<file path="src/rtl/cpu_pkg.sv">
// Shared definitions for the hardwired control sequencer: opcodes, state
// encoding and instruction field slices.
package cpu_pkg;

    localparam int unsigned NREG = 16;
    localparam int unsigned OPW  = 5;

    localparam logic [OPW-1:0] OP_ADD  = 5'b00011;
    localparam logic [OPW-1:0] OP_SUB  = 5'b00100;
    localparam logic [OPW-1:0] OP_AND  = 5'b00101;
    localparam logic [OPW-1:0] OP_OR   = 5'b00110;
    localparam logic [OPW-1:0] OP_SHR  = 5'b00111;
    localparam logic [OPW-1:0] OP_SHL  = 5'b01000;
    localparam logic [OPW-1:0] OP_ROR  = 5'b01001;
    localparam logic [OPW-1:0] OP_ROL  = 5'b01010;
    localparam logic [OPW-1:0] OP_MUL  = 5'b01111;
    localparam logic [OPW-1:0] OP_DIV  = 5'b10000;
    localparam logic [OPW-1:0] OP_NEG  = 5'b10001;
    localparam logic [OPW-1:0] OP_NOT  = 5'b10010;
    localparam logic [OPW-1:0] OP_NOP  = 5'b11010;
    localparam logic [OPW-1:0] OP_HALT = 5'b11011;

    typedef enum logic [3:0] {
        StIdle,
        StT0,
        StT1,
        StT2,
        StT3,
        StT4,
        StT5,
        StT6,
        StHalt,
        StWait
    } state_e;

    function automatic logic [OPW-1:0] ir_op(input logic [31:0] ir);
        return ir[31:27];
    endfunction

    function automatic logic [3:0] ir_ra(input logic [31:0] ir);
        return ir[26:23];
    endfunction

    function automatic logic [3:0] ir_rb(input logic [31:0] ir);
        return ir[22:19];
    endfunction

    function automatic logic [3:0] ir_rc(input logic [31:0] ir);
        return ir[18:15];
    endfunction

    // Two-source ALU ops: second operand comes from Rc in T4.
    function automatic logic is_three_op(input logic [OPW-1:0] op);
        return (op >= OP_ADD) && (op <= OP_ROL);
    endfunction

    function automatic logic is_unary(input logic [OPW-1:0] op);
        return (op == OP_NEG) || (op == OP_NOT);
    endfunction

    function automatic logic is_muldiv(input logic [OPW-1:0] op);
        return (op == OP_MUL) || (op == OP_DIV);
    endfunction

endpackage

</file>
<file path="src/rtl/reg_sel_4to16.sv">
// 4-bit register field plus enable to one-hot register select.
module reg_sel_4to16 #(
    parameter int unsigned NOut = 16
) (
    input  logic [3:0]      i_sel,
    input  logic            i_en,
    output logic [NOut-1:0] o_onehot
);

    // Decode the field; all-zero when disabled.
    always_comb begin
        o_onehot = '0;
        if (i_en) begin
            o_onehot[i_sel] = 1'b1;
        end
    end

endmodule

</file>
<file path="src/rtl/control_unit.sv">
// Hardwired control sequencer: fetch (T0..T2), decode (T3), execute (T4..T6).
// Optional build macro CU_SINGLE_STEP_EN adds an i_step input and a WAIT state
// that holds the sequencer before each new instruction fetch.
module control_unit
    import cpu_pkg::*;
(
    input  logic            i_clk,
    input  logic            i_reset,
`ifdef CU_SINGLE_STEP_EN
    input  logic            i_step,
`endif
    input  logic [31:0]     i_ir_q,
    output logic            o_pcout,
    output logic            o_pcin,
    output logic            o_incpc,
    output logic            o_marin,
    output logic            o_read,
    output logic            o_mdrin,
    output logic            o_mdrout,
    output logic            o_irin,
    output logic            o_yin,
    output logic            o_zin,
    output logic            o_zhighout,
    output logic            o_zlowout,
    output logic            o_hiin,
    output logic            o_loin,
    output logic            o_hiout,
    output logic            o_loout,
    output logic [OPW-1:0]  o_alu_op,
    output logic [NREG-1:0] o_rin,
    output logic [NREG-1:0] o_rout,
    output logic            o_run,
    output logic            o_illegal
);

    state_e         r_state;
    state_e         w_state_next;
    state_e         w_fetch_state;
    logic [OPW-1:0] w_op;
    logic           w_op_valid;
    logic [3:0]     w_rin_field;
    logic           w_rin_en;
    logic [3:0]     w_rout_field;
    logic           w_rout_en;
    logic           w_unused_ir;

    assign w_op        = ir_op(i_ir_q);
    assign w_op_valid  = is_three_op(w_op) || is_unary(w_op) || is_muldiv(w_op) ||
                         (w_op == OP_NOP) || (w_op == OP_HALT);
    assign w_unused_ir = ^i_ir_q[14:0];

    // Instruction-boundary target: WAIT when single-stepping, otherwise straight to fetch.
`ifdef CU_SINGLE_STEP_EN
    assign w_fetch_state = StWait;
`else
    assign w_fetch_state = StT0;
`endif

    // State register with synchronous reset that overrides any in-flight instruction.
    always_ff @(posedge i_clk) begin
        if (i_reset) begin
            r_state <= StIdle;
        end else begin
            r_state <= w_state_next;
        end
    end

    // Next-state sequencing.
    always_comb begin
        w_state_next = r_state;
        unique case (r_state)
            StIdle: w_state_next = StT0;
            StT0:   w_state_next = StT1;
            StT1:   w_state_next = StT2;
            StT2:   w_state_next = StT3;
            StT3: begin
                if (w_op == OP_HALT) begin
                    w_state_next = StHalt;
                end else if (!w_op_valid || (w_op == OP_NOP)) begin
                    w_state_next = w_fetch_state;
                end else begin
                    w_state_next = StT4;
                end
            end
            StT4:   w_state_next = StT5;
            StT5:   w_state_next = is_muldiv(w_op) ? StT6 : w_fetch_state;
            StT6:   w_state_next = w_fetch_state;
            StHalt: w_state_next = StHalt;
`ifdef CU_SINGLE_STEP_EN
            StWait: w_state_next = i_step ? StT0 : StWait;
`else
            StWait: w_state_next = StT0;
`endif
            default: w_state_next = StIdle;
        endcase
    end

    // Moore output decode from state and the current instruction fields.
    always_comb begin
        o_pcout      = 1'b0;
        o_pcin       = 1'b0;
        o_incpc      = 1'b0;
        o_marin      = 1'b0;
        o_read       = 1'b0;
        o_mdrin      = 1'b0;
        o_mdrout     = 1'b0;
        o_irin       = 1'b0;
        o_yin        = 1'b0;
        o_zin        = 1'b0;
        o_zhighout   = 1'b0;
        o_zlowout    = 1'b0;
        o_hiin       = 1'b0;
        o_loin       = 1'b0;
        o_alu_op     = '0;
        o_run        = 1'b1;
        o_illegal    = 1'b0;
        w_rin_field  = 4'd0;
        w_rin_en     = 1'b0;
        w_rout_field = 4'd0;
        w_rout_en    = 1'b0;
        unique case (r_state)
            StT0: begin
                o_pcout = 1'b1;
                o_marin = 1'b1;
                o_incpc = 1'b1;
                o_pcin  = 1'b1;
            end
            StT1: begin
                o_read  = 1'b1;
                o_mdrin = 1'b1;
            end
            StT2: begin
                o_mdrout = 1'b1;
                o_irin   = 1'b1;
            end
            StT3: begin
                if (!w_op_valid) begin
                    o_illegal = 1'b1;
                end else if ((w_op != OP_NOP) && (w_op != OP_HALT)) begin
                    // mul/div take their first operand from Ra, everything else from Rb.
                    w_rout_en    = 1'b1;
                    w_rout_field = is_muldiv(w_op) ? ir_ra(i_ir_q) : ir_rb(i_ir_q);
                    o_yin        = 1'b1;
                end
            end
            StT4: begin
                o_alu_op     = w_op;
                o_zin        = 1'b1;
                w_rout_en    = 1'b1;
                w_rout_field = is_three_op(w_op) ? ir_rc(i_ir_q) : ir_rb(i_ir_q);
            end
            StT5: begin
                o_zlowout = 1'b1;
                if (is_muldiv(w_op)) begin
                    o_loin = 1'b1;
                end else begin
                    w_rin_en    = 1'b1;
                    w_rin_field = ir_ra(i_ir_q);
                end
            end
            StT6: begin
                o_zhighout = 1'b1;
                o_hiin     = 1'b1;
            end
            StHalt: o_run = 1'b0;
            default: ;
        endcase
    end

    // HI/LO bus drives are reserved.
    assign o_hiout = 1'b0;
    assign o_loout = 1'b0;

    reg_sel_4to16 #(
        .NOut(NREG)
    ) u_rin_sel (
        .i_sel   (w_rin_field),
        .i_en    (w_rin_en),
        .o_onehot(o_rin)
    );

    reg_sel_4to16 #(
        .NOut(NREG)
    ) u_rout_sel (
        .i_sel   (w_rout_field),
        .i_en    (w_rout_en),
        .o_onehot(o_rout)
    );

endmodule

</file>
<file path="config.mk">
export PLATFORM = sky130hd
export DESIGN_NAME = control_unit
export DESIGN_NICKNAME = d
export VERILOG_FILES = /design/src/rtl/cpu_pkg.sv /design/src/rtl/reg_sel_4to16.sv /design/src/rtl/control_unit.sv
export SDC_FILE = /design/constraint.sdc
export NUM_CORES = 1
export LEC_CHECK = 0
export BUFFER_PORTS_ARGS = -buffer_cell sky130_fd_sc_hd__buf_2
export CAP_MARGIN = 20
export CORE_UTILIZATION = 38
export CTS_CLUSTER_SIZE = 28
export DETAILED_ROUTE_END_ITERATION = 7
export GPL_TIMING_DRIVEN = 0
export PLACE_DENSITY = 0.78
export SETUP_SLACK_MARGIN = 0.05
export SYNTH_ARGS = -nofsm -noshare
export SYNTH_HDL_FRONTEND = slang
export SYNTH_SLANG_ARGS = --single-unit
</file>
<file path="constraint.sdc">
create_clock -name i_clk -period 3.9 [get_ports i_clk]
set_clock_uncertainty 0.05 [all_clocks]
set_input_delay 0.78 -clock i_clk [delete_from_list [all_inputs] [get_ports i_clk]]
set_output_delay 0.78 -clock i_clk [all_outputs]
set_load 0.05 [all_outputs]
</file>
==> impl_metrics.yaml, run 1 <==
timing:
  hold_viol: 0
  setup_viol: 0
  whs_ns: 0.4971
  fin_crit_ns: 3.793
  fmax_ghz: 0.2637
  fin_setup_tns_ns: 0
  timing.final.crit_share: 0.9725
  max_slew_margin: 0.5073
  rsz0062_at_grt: "true"
  finalMaxSlewViolations: 0
  worstMarginPinSlew_ns: 0.7323
routing:
  ant_nets: 0
  avgViaCountPerCell: 5.000
  drc: 0
  drt_first_pass_iters: 5
  drt-total-wl_um: 2825
  drtIter0Drc: 24
  via_count: 1300
  wl_per_cell_um: 10.87
final_layout:
  multiInputGateArea_sq_um: 835.8
  n_fill_cell: 276
  nets: 266
  syn_to_final_growth_pct: 46.01
  fin_util: 0.5914
  final_cell_mix: "buf_2 (67), nor2_1 (29), nand2_1 (12)"
  final_common_cell: "buf_2"
  drive_gt1_frac: 0.4478
  reg_top3: "r_state x4"
  largest_register_ffs: 4
  antennaDiodeCount: 0
  top_register: "r_state"
  final_cells: 260
  seqCellArea_sq_um: 80.08
hold_path:
  hp-class: "reg -> reg"
setup_path:
  crit_buf_inv: 2
  startpoint_type: "primary input"
  critPathKind: "in -> out"
  regToRegSetupSlack_ns: 2.17
  endpoint_kind: "output port"
  critPathMaxFanout: 7
  cp_slowest_cell: "or4b_4"
  cpLargestDelayFamily: "simple AND/OR/NAND/NOR gates"
  worstPathArrival_ns: 2.96
  required_ns: 3.07
  crit_chain: "buf_2 > or4b_4 > o32ai_4 > mux2i_1 > o221a_2 > nor4b_2 > nor3b_2 > clkbuf_4"
  critPathMaxStageDelay_ns: 0.53
pwr:
  total_power_mw: 0.2114
  p_leak_nw: 0.7662
  peakVddDrop_mv: 0.1654
  p_per_area_mw_per_mm2: 144.3
synth:
  syn_inst: 155
  synthFlopType: "dfxtp_1"
  ys_ff_latch: 4
  yosysSeqAreaShare: 0.07980
  syn_area_sq_mm: 0.001003
  synth.distinct_cells: 46
  synth_edf_count: 0
  ys_async_sr_fraction: 0
  syn_avg_cell_area_sq_um: 6.474
  ys_warn_count: 0
job:
  max-cap-violations: 0
floorplan:
  core_sq_mm: 0.002477
  die_y_um: 53.39
  initial_core_util: 0.4051
  core.rowCount: 18
  ioPinCount: 89
  die_w_um: 53.39
  dieArea_sq_mm: 0.002850
clock_tree:
  h-tree-depth: 1
  clkTransAtPathRegs_ns: 0.04
  cts_tree: "yes"
  cts_buffer_depth: 2
  hold_buffers: 0
  cts.sinks: 4
  clock_latency_ns: 0.24
  cts_root_buffer: "clkbuf_4"
  cts_buffers: 3
global_route:
  first_global_vias: 965
  antenna_found_initial: 0
  grt_use_total: 0.1910
  overflow: 0
  grt_pass1_wl_um: 4084
  grt_max_degree: 11
placed_design:
  place.gp.congestion: 0.7283
  io_buffers: 69
  dpl.hpwl_um: 2274
  dp.cells: 255
outcome:
  status: "completed"
## through the flow
| stage | area [sq um] | setup WS [ns] |
|---|---|---|
| 6_report | 1465 | 0.1074 |
| 5_1_grt | 1465 | 0.003206 |
| 3_3_place_gp | 1416 | 0.06256 |
| 3_5_place_dp | 1416 | 0.02717 |
| 2_1_floorplan | 1033 | -0.1609 |
| 4_1_cts | 1443 | 0.06228 |
## cells in the mapped netlist, types with 2 or more instances
master / count / area [sq um]
nand2b_1: 3 / 18.77
or3_1: 2 / 12.51
or4b_4: 2 / 27.53
a211o_1: 2 / 17.52
o21ai_0: 4 / 20.02
nand3_1: 4 / 20.02
nor3b_1: 4 / 30.03
a31oi_1: 4 / 25.02
nor4_1: 3 / 18.77
inv_1: 7 / 26.28
o211ai_1: 3 / 22.52
or2_2: 2 / 12.51
and2_1: 7 / 43.79
buf_1: 3 / 11.26
a21oi_1: 4 / 20.02
dfxtp_1: 4 / 80.08
mux2i_1: 4 / 40.04
buf_4: 8 / 60.06
nor2b_1: 10 / 62.56
nor2_1: 29 / 108.9
nor3_1: 10 / 50.05
nand2_1: 12 / 45.04
## layer usage
metal	track usage	share of wire	vias to the layer above
li1	-	-	688
met1	0.2659	0.47	564
met2	0.3042	0.46	48
met3	0.02011	0.065	0
met4	0.05263	0	0
met5	0	0	-
## tightest hold or removal path, cell delays in order, from the launching register on
cell and delay (ns):
dfxtp_1 0.32, buf_6 0.13, nor4_1 0.05
## kinds of logic (layout without fill, tap and decap cells)
family,after synthesis,after routing,share of synthesized area
XOR/XNOR,1,1,0.008730
buffers and inverters,21,95,0.1172
AND/OR/NAND/NOR,97,97,0.5374
multiplexers,4,4,0.03990
other,1,2,0.003737
flip-flops,4,4,0.07980
AO/OA/AOI/OAI,27,27,0.2132
## final timing paths
check                           startpoint          to  depth (start not counted)
worst max-delay path            i_ir_q[28]   o_rout[3]                          8
worst min-delay path            r_state[1]  r_state[3]                          2
worst max register to register  r_state[2]  r_state[2]                          6
worst min register to register  r_state[1]  r_state[3]                          2
## power breakdown
group	internal, mW	switching [mW]
Sequential	0.0433	0.00277
Clock	0.0345	0.0177
Combinational	0.0382	0.0750
## timing repair
item | 4_1_cts | 5_1_grt
endpoints found under the setup margin | 2 | 6
pin swaps | 1 | 1
setup buffers | 0 | 2
endpoints found under the hold margin | 0 | 0
cloned | 0 | 0
resized for setup | 2 | 4
## area by class of cell
| type | instances | area share |
|---|---|---|
| plain buffers | 14 | 0.06319 |
| clock buffers | 3 | 0.01537 |
| inverters | 7 | 0.01793 |
| multi-input cells | 131 | 0.5705 |
| flip-flops and latches | 4 | 0.05465 |
| well taps | 30 | 0.02562 |
| repair buffers | 71 | 0.2528 |
Note: power is estimated with default switching activity, not from simulation.
==> inputs of run 2 (changes only) <==
--- a/config.mk
+++ b/config.mk
@@ -7,6 +7,7 @@
 export LEC_CHECK = 0
 export BUFFER_PORTS_ARGS = -buffer_cell sky130_fd_sc_hd__buf_2
 export CAP_MARGIN = 20
+export CORE_MARGIN = 1.5
 export CORE_UTILIZATION = 38
 export CTS_CLUSTER_SIZE = 28
 export DETAILED_ROUTE_END_ITERATION = 7
==> run 2 against run 1 <==
Clock-buffer cell count did not move. Flip-flop and latch count stayed put. Cell count fell by 0.38%. Global-route usage increased by 0.14 points. Largest power group unchanged. First-iteration DRC count decreased by 29%. Register-to-register slack got worse by 0.11 ns. Highest routed layer is now met4. Sequential power hardly changed. Non-clock buffer count decreased by 1. Critical endpoint is now o_rout[11]. Clock power is 3% lower. Die area increased by 3.8%. Sequential share of layout area down 0.10 points.
==> impl_metrics.yaml, run 2 (synthesis gave the netlist of run 1 again) <==
pwr:
  peakVddDrop_mv: 0.1461
  p_sw_mw: 0.09584
  power.internal_mw: 0.1168
  clkPwrFrac: 0.238
  p_sw_frac: 0.4508
  seq_power_share: 0.217
  p_per_area_mw_per_mm2: 142.4
  p_comb_frac: 0.545
  p_leak_nw: 0.7884
clock_tree:
  cts_root_buffer: "clkbuf_4"
  cts_buffers: 3
  clkTransAtPathRegs_ns: 0.04
  hold_buffers: 0
  h-tree-depth: 1
  clock_latency_ns: 0.23
  cts.sinks: 4
  cts_buffer_depth: 2
  cts_tree: "yes"
setup_path:
  critPathKind: "in -> out"
  startpoint_type: "primary input"
  endpoint: "o_rout[11]"
  crit_chain: "buf_6 > or4b_4 > o32ai_4 > mux2i_1 > o221a_2 > o211ai_1 > nor3_2 > buf_2"
  r2r-start: "r_state[2]"
  critPathMaxFanout: 7
  regToRegSetupSlack_ns: 2.06
  cp_slowest_cell: "or4b_4"
  r2r_cells: 6
  endpoint_kind: "output port"
  r2r-end: "r_state[2]"
  worstPathArrival_ns: 2.88
  critPathMaxStageDelay_ns: 0.54
  required_ns: 3.07
  cp-startpoint: "i_ir_q[28]"
global_route:
  grt_pass1_wl_um: 4243
  overflow: 0
  first_global_vias: 1008
  grt_use_total: 0.1924
  use_met3: 0.008197
  busiest_layer: "met2"
  grt_max_degree: 11
  grt_use_met2: 0.3313
  antenna_found_initial: 0
  use_met1: 0.2504
timing:
  timing.final.crit_share: 0.9517
  finalMaxSlewViolations: 0
  rsz0062_at_grt: "false"
  fin_crit_ns: 3.712
  max_slew_margin: 0.4878
  worstMarginPinSlew_ns: 0.7612
  whs_ns: 0.4901
  setup_viol: 0
  fmax_ghz: 0.2694
  fin_setup_tns_ns: 0
  hold_viol: 0
routing:
  ant_nets: 0
  drtIter0Drc: 17
  via_count: 1321
  drc: 0
  wl_per_cell_um: 11.21
  drt-total-wl_um: 2903
  drt_first_pass_iters: 4
  avgViaCountPerCell: 5.100
placed_design:
  dpl_cell_area_sq_mm: 0.001416
  dpl.hpwl_um: 2331
  dp.cells: 255
  io_buffers: 69
  place.gp.congestion: 0.7511
floorplan:
  core.rowCount: 18
  dieArea_sq_mm: 0.002958
  initial_core_util: 0.4051
  die_y_um: 54.39
  die_w_um: 54.39
  core_sq_mm: 0.002477
  ioPinCount: 89
final_layout:
  largest_register_ffs: 4
  design_area_sq_mm: 0.001493
  syn_to_final_growth_pct: 48.75
  seqCellArea_sq_um: 80.08
  final_cells: 259
  reg_top3: "r_state x4"
  antennaDiodeCount: 0
  multiInputGateArea_sq_um: 865.8
  final_cell_mix: "buf_2 (68), nor2_1 (29), nand2_1 (12)"
  final_common_cell: "buf_2"
  top_register: "r_state"
  nets: 265
  n_fill_cell: 263
  drive_gt1_frac: 0.4541
hold_path:
  hp-class: "reg -> reg"
  hold_start: "r_state[1]"
  holdPathStages: 2
outcome:
  status: "completed"
job:
  max-cap-violations: 0
==> run 2: cell types whose count changed in the layout (fill, tap and decap cells not counted), sizes merged <==
cell    delta
buf        +2
clkbuf     -3
==> run 2: cell type report <==
type	instances	share of cell area
Multi-Input combinational cell	131	0.5801
Timing Repair Buffer	70	0.2464
Buffer	14	0.06203
Sequential cell	4	0.05365
Tap cell	30	0.02515
Inverter	7	0.01760
Clock buffer	3	0.01509
==> run 2: worst max-delay path, delay by kind of cell <==
kind / cells / cell delay [ns]
AND/OR/NAND/NOR: 2 / 0.77
AO/OA/AOI/OAI: 3 / 0.71
buffers and inverters: 2 / 0.40
multiplexers: 1 / 0.23
==> run 2: routing by layer <==
metal | vias to the layer above | routed length, um
met4 | 0 | 19
li1 | 686 | -
met5 | - | 0
met2 | 55 | 1382
met3 | 2 | 214
met1 | 578 | 1286
==> run 2: worst min path at each step <==
stage | endpoint | slack [ns]
3_5_place_dp | r_state[3] | 0.49
2_1_floorplan | r_state[3] | 0.45
6_report | r_state[3] | 0.49
3_3_place_gp | r_state[3] | 0.48
5_1_grt | r_state[3] | 0.53
4_1_cts | r_state[3] | 0.49
==> run 2: timing repair <==
item | in CTS | in global routing
gates resized for setup | 2 | 12
pin swaps | 1 | 3
endpoints found under the hold margin | 0 | 0
setup endpoints to repair | 2 | 7
cloned | 0 | 0
setup buffers | 0 | 1
==> run 2: power by group through the flow <==
| stage | clock network (mW) | registers [mW] | logic (mW) |
|---|---|---|---|
| finish | 0.0506 | 0.0461 | 0.116 |
| detailed placement | 0 | 0.0466 | 0.112 |
| CTS | 0.0529 | 0.0460 | 0.113 |
| floorplan | 0 | 0.0459 | 0.0856 |
| global placement | 0 | 0.0466 | 0.111 |
| global route | 0.0575 | 0.0464 | 0.126 |
==> run 2: through the flow <==
| step | utilization | worst slack [ns] | power, mW |
|---|---|---|---|
| floorplan | - | -0.1609 | 0.1315 |
| global placement | 0.5717 | 0.06134 | 0.1575 |
| detailed placement | 0.5717 | 0.02457 | 0.1591 |
| CTS | 0.5823 | 0.07052 | 0.2116 |
| global route | 0.6025 | 0.03964 | 0.2295 |
| finish | 0.6025 | 0.1884 | 0.2126 |
==> inputs of run 3 (changes only) <==
--- a/config.mk
+++ b/config.mk
@@ -12,7 +12,7 @@
 export CTS_CLUSTER_SIZE = 28
 export DETAILED_ROUTE_END_ITERATION = 7
 export GPL_TIMING_DRIVEN = 0
-export PLACE_DENSITY = 0.78
+export PLACE_DENSITY_LB_ADDON = 0.1
 export SETUP_SLACK_MARGIN = 0.05
 export SYNTH_ARGS = -nofsm -noshare
 export SYNTH_HDL_FRONTEND = slang
==> run 3 against run 2 <==
Utilization decreased by 1.2 points. Fmax is 1.8% lower. Die area is the same. Non-clock buffer count rose by 1. Global-route usage up 0.12 points. Clock power up 2%. Worst hold slack improved by 0.0051 ns. Flip-flop and latch count stayed put. Critical path type unchanged. Largest cell class unchanged.
==> impl_metrics.yaml, run 3 (synthesis gave the netlist of run 1 again) <==
routing:
  avgViaCountPerCell: 5.185
  via_count: 1348
  ant_nets: 0
  drc: 0
  drt-total-wl_um: 2988
  wl_per_cell_um: 11.49
  drt_first_pass_iters: 5
  drtIter0Drc: 42
hold_path:
  hp-class: "reg -> reg"
clock_tree:
  clkTransAtPathRegs_ns: 0.04
  cts.sinks: 4
  clock_latency_ns: 0.23
  cts_tree: "yes"
  h-tree-depth: 1
  cts_root_buffer: "clkbuf_4"
  cts_buffers: 3
  cts_buffer_depth: 2
placed_design:
  dpl.hpwl_um: 2374
  io_buffers: 69
  dpl_cell_area_sq_mm: 0.001416
  place.gp.congestion: 0.8451
pwr:
  p_comb_frac: 0.537
  p_sw_mw: 0.09577
  p_per_area_mw_per_mm2: 144.7
  p_sw_frac: 0.4524
  power.internal_mw: 0.1159
  seq_power_share: 0.218
  peakVddDrop_mv: 0.1316
  clkPwrFrac: 0.245
  p_leak_nw: 0.7672
global_route:
  grt_pass1_wl_um: 4367
  overflow: 0
  grt_use_met2: 0.3213
  antenna_found_initial: 0
  grt_max_degree: 11
  grt_use_total: 0.1937
  first_global_vias: 1038
  use_met3: 0.02186
  use_met1: 0.2573
  busiest_layer: "met2"
final_layout:
  final_cell_mix: "buf_2 (67), nor2_1 (29), nand2_1 (12)"
  antennaDiodeCount: 0
  top_register: "r_state"
  reg_top3: "r_state x4"
  nets: 266
  syn_to_final_growth_pct: 45.76
  drive_gt1_frac: 0.4478
  fin_util: 0.5904
  n_fill_cell: 257
  largest_register_ffs: 4
  design_area_sq_mm: 0.001463
  final_common_cell: "buf_2"
setup_path:
  crit_buf_inv: 3
  critPathMaxFanout: 8
  cp_slowest_cell: "or4b_4"
  critPathMaxStageDelay_ns: 0.53
  crit_chain: "buf_2 > or4b_4 > o32ai_4 > buf_4 > mux2i_1 > or2_1 > a211o_1 > nor2_1 > buf_2"
  worstPathArrival_ns: 2.95
  critPathKind: "in -> out"
  required_ns: 3.07
  endpoint_kind: "output port"
  crit_top_cell: "buf_2"
  startpoint_type: "primary input"
  cpLargestDelayFamily: "simple AND/OR/NAND/NOR gates"
floorplan:
  die_w_um: 54.39
  ioPinCount: 89
  dieArea_sq_mm: 0.002958
  initial_core_util: 0.4051
  die_y_um: 54.39
  core.rowCount: 18
  core_sq_mm: 0.002477
timing:
  timing.final.crit_share: 0.9688
  worstMarginPinSlew_ns: 0.7068
  fin_crit_ns: 3.778
  fin_setup_tns_ns: 0
  whs_ns: 0.4952
  hold_viol: 0
  fmax_ghz: 0.2647
  setup_viol: 0
  max_slew_margin: 0.5245
  rsz0062_at_grt: "true"
  finalMaxSlewViolations: 0
outcome:
  status: "completed"
job:
  max-cap-violations: 0
-- run 3: cell count changes in the layout (fill, tap and decap cells not counted), sizes merged --
cell    delta
buf        -3
clkbuf     +4
-- run 3: path summary, 6_finish.rpt --
kind / slack (ns) / to / startpoint / cells after the start
worst min register to register: 0.50 / r_state[3] / r_state[1] / 2
worst max register to register: 2.09 / r_state[2] / r_state[2] / 6
worst max-delay path: 0.12 / o_rout[14] / i_ir_q[28] / 9
worst min-delay path: 0.50 / r_state[3] / r_state[1] / 2
-- run 3: power by group through the flow --
stage	Combinational (mW)	Sequential [mW]	Clock, mW
finish	0.114	0.0462	0.0518
global route	0.123	0.0464	0.0575
CTS	0.112	0.0461	0.0526
detailed placement	0.112	0.0466	0
global placement	0.110	0.0465	0
floorplan	0.0856	0.0459	0
-- run 3: timing repair --
item,in CTS,in global routing
endpoints found under the setup margin,0,16
hold buffers,0,0
hold endpoints to repair,0,0
buffers inserted,0,2
gates resized for setup,0,4
-- run 3: layout make-up --
class | count | area (sq um) | area share
Buffer | 14 | 92.59 | 0.06330
Inverter | 7 | 26.28 | 0.01796
Timing Repair Buffer | 71 | 367.9 | 0.2515
Sequential cell | 4 | 80.08 | 0.05475
Multi-Input combinational cell | 131 | 835.8 | 0.5714
Clock buffer | 3 | 22.52 | 0.01540
Tap cell | 30 | 37.54 | 0.02566
-- run 3: metal layers --
metal,up-vias,share of wire
met3,0,0.074
met1,594,0.44
li1,689,-
met2,65,0.48
met5,-,0
met4,0,0
-- run 3: per-stage QoR --
step | setup slack, ns | cells | total power [mW]
after floorplan | -0.1609 | 156 | 0.1315
after global placement | 0.06285 | 255 | 0.1569
after detailed placement | 0.05465 | 255 | 0.1586
after CTS | 0.05481 | 258 | 0.2111
after global routing | 0.03798 | 260 | 0.2271
final | 0.1218 | 260 | 0.2117
-- run 3: worst reg2reg max path: stages (launching register included) --
cell,delay (ns)
dfxtp_1,0.48
nor2b_1,0.25
nand2_1,0.16
inv_1,0.14
clkbuf_1,0.34
nor2_1,0.12
a31oi_1,0.20
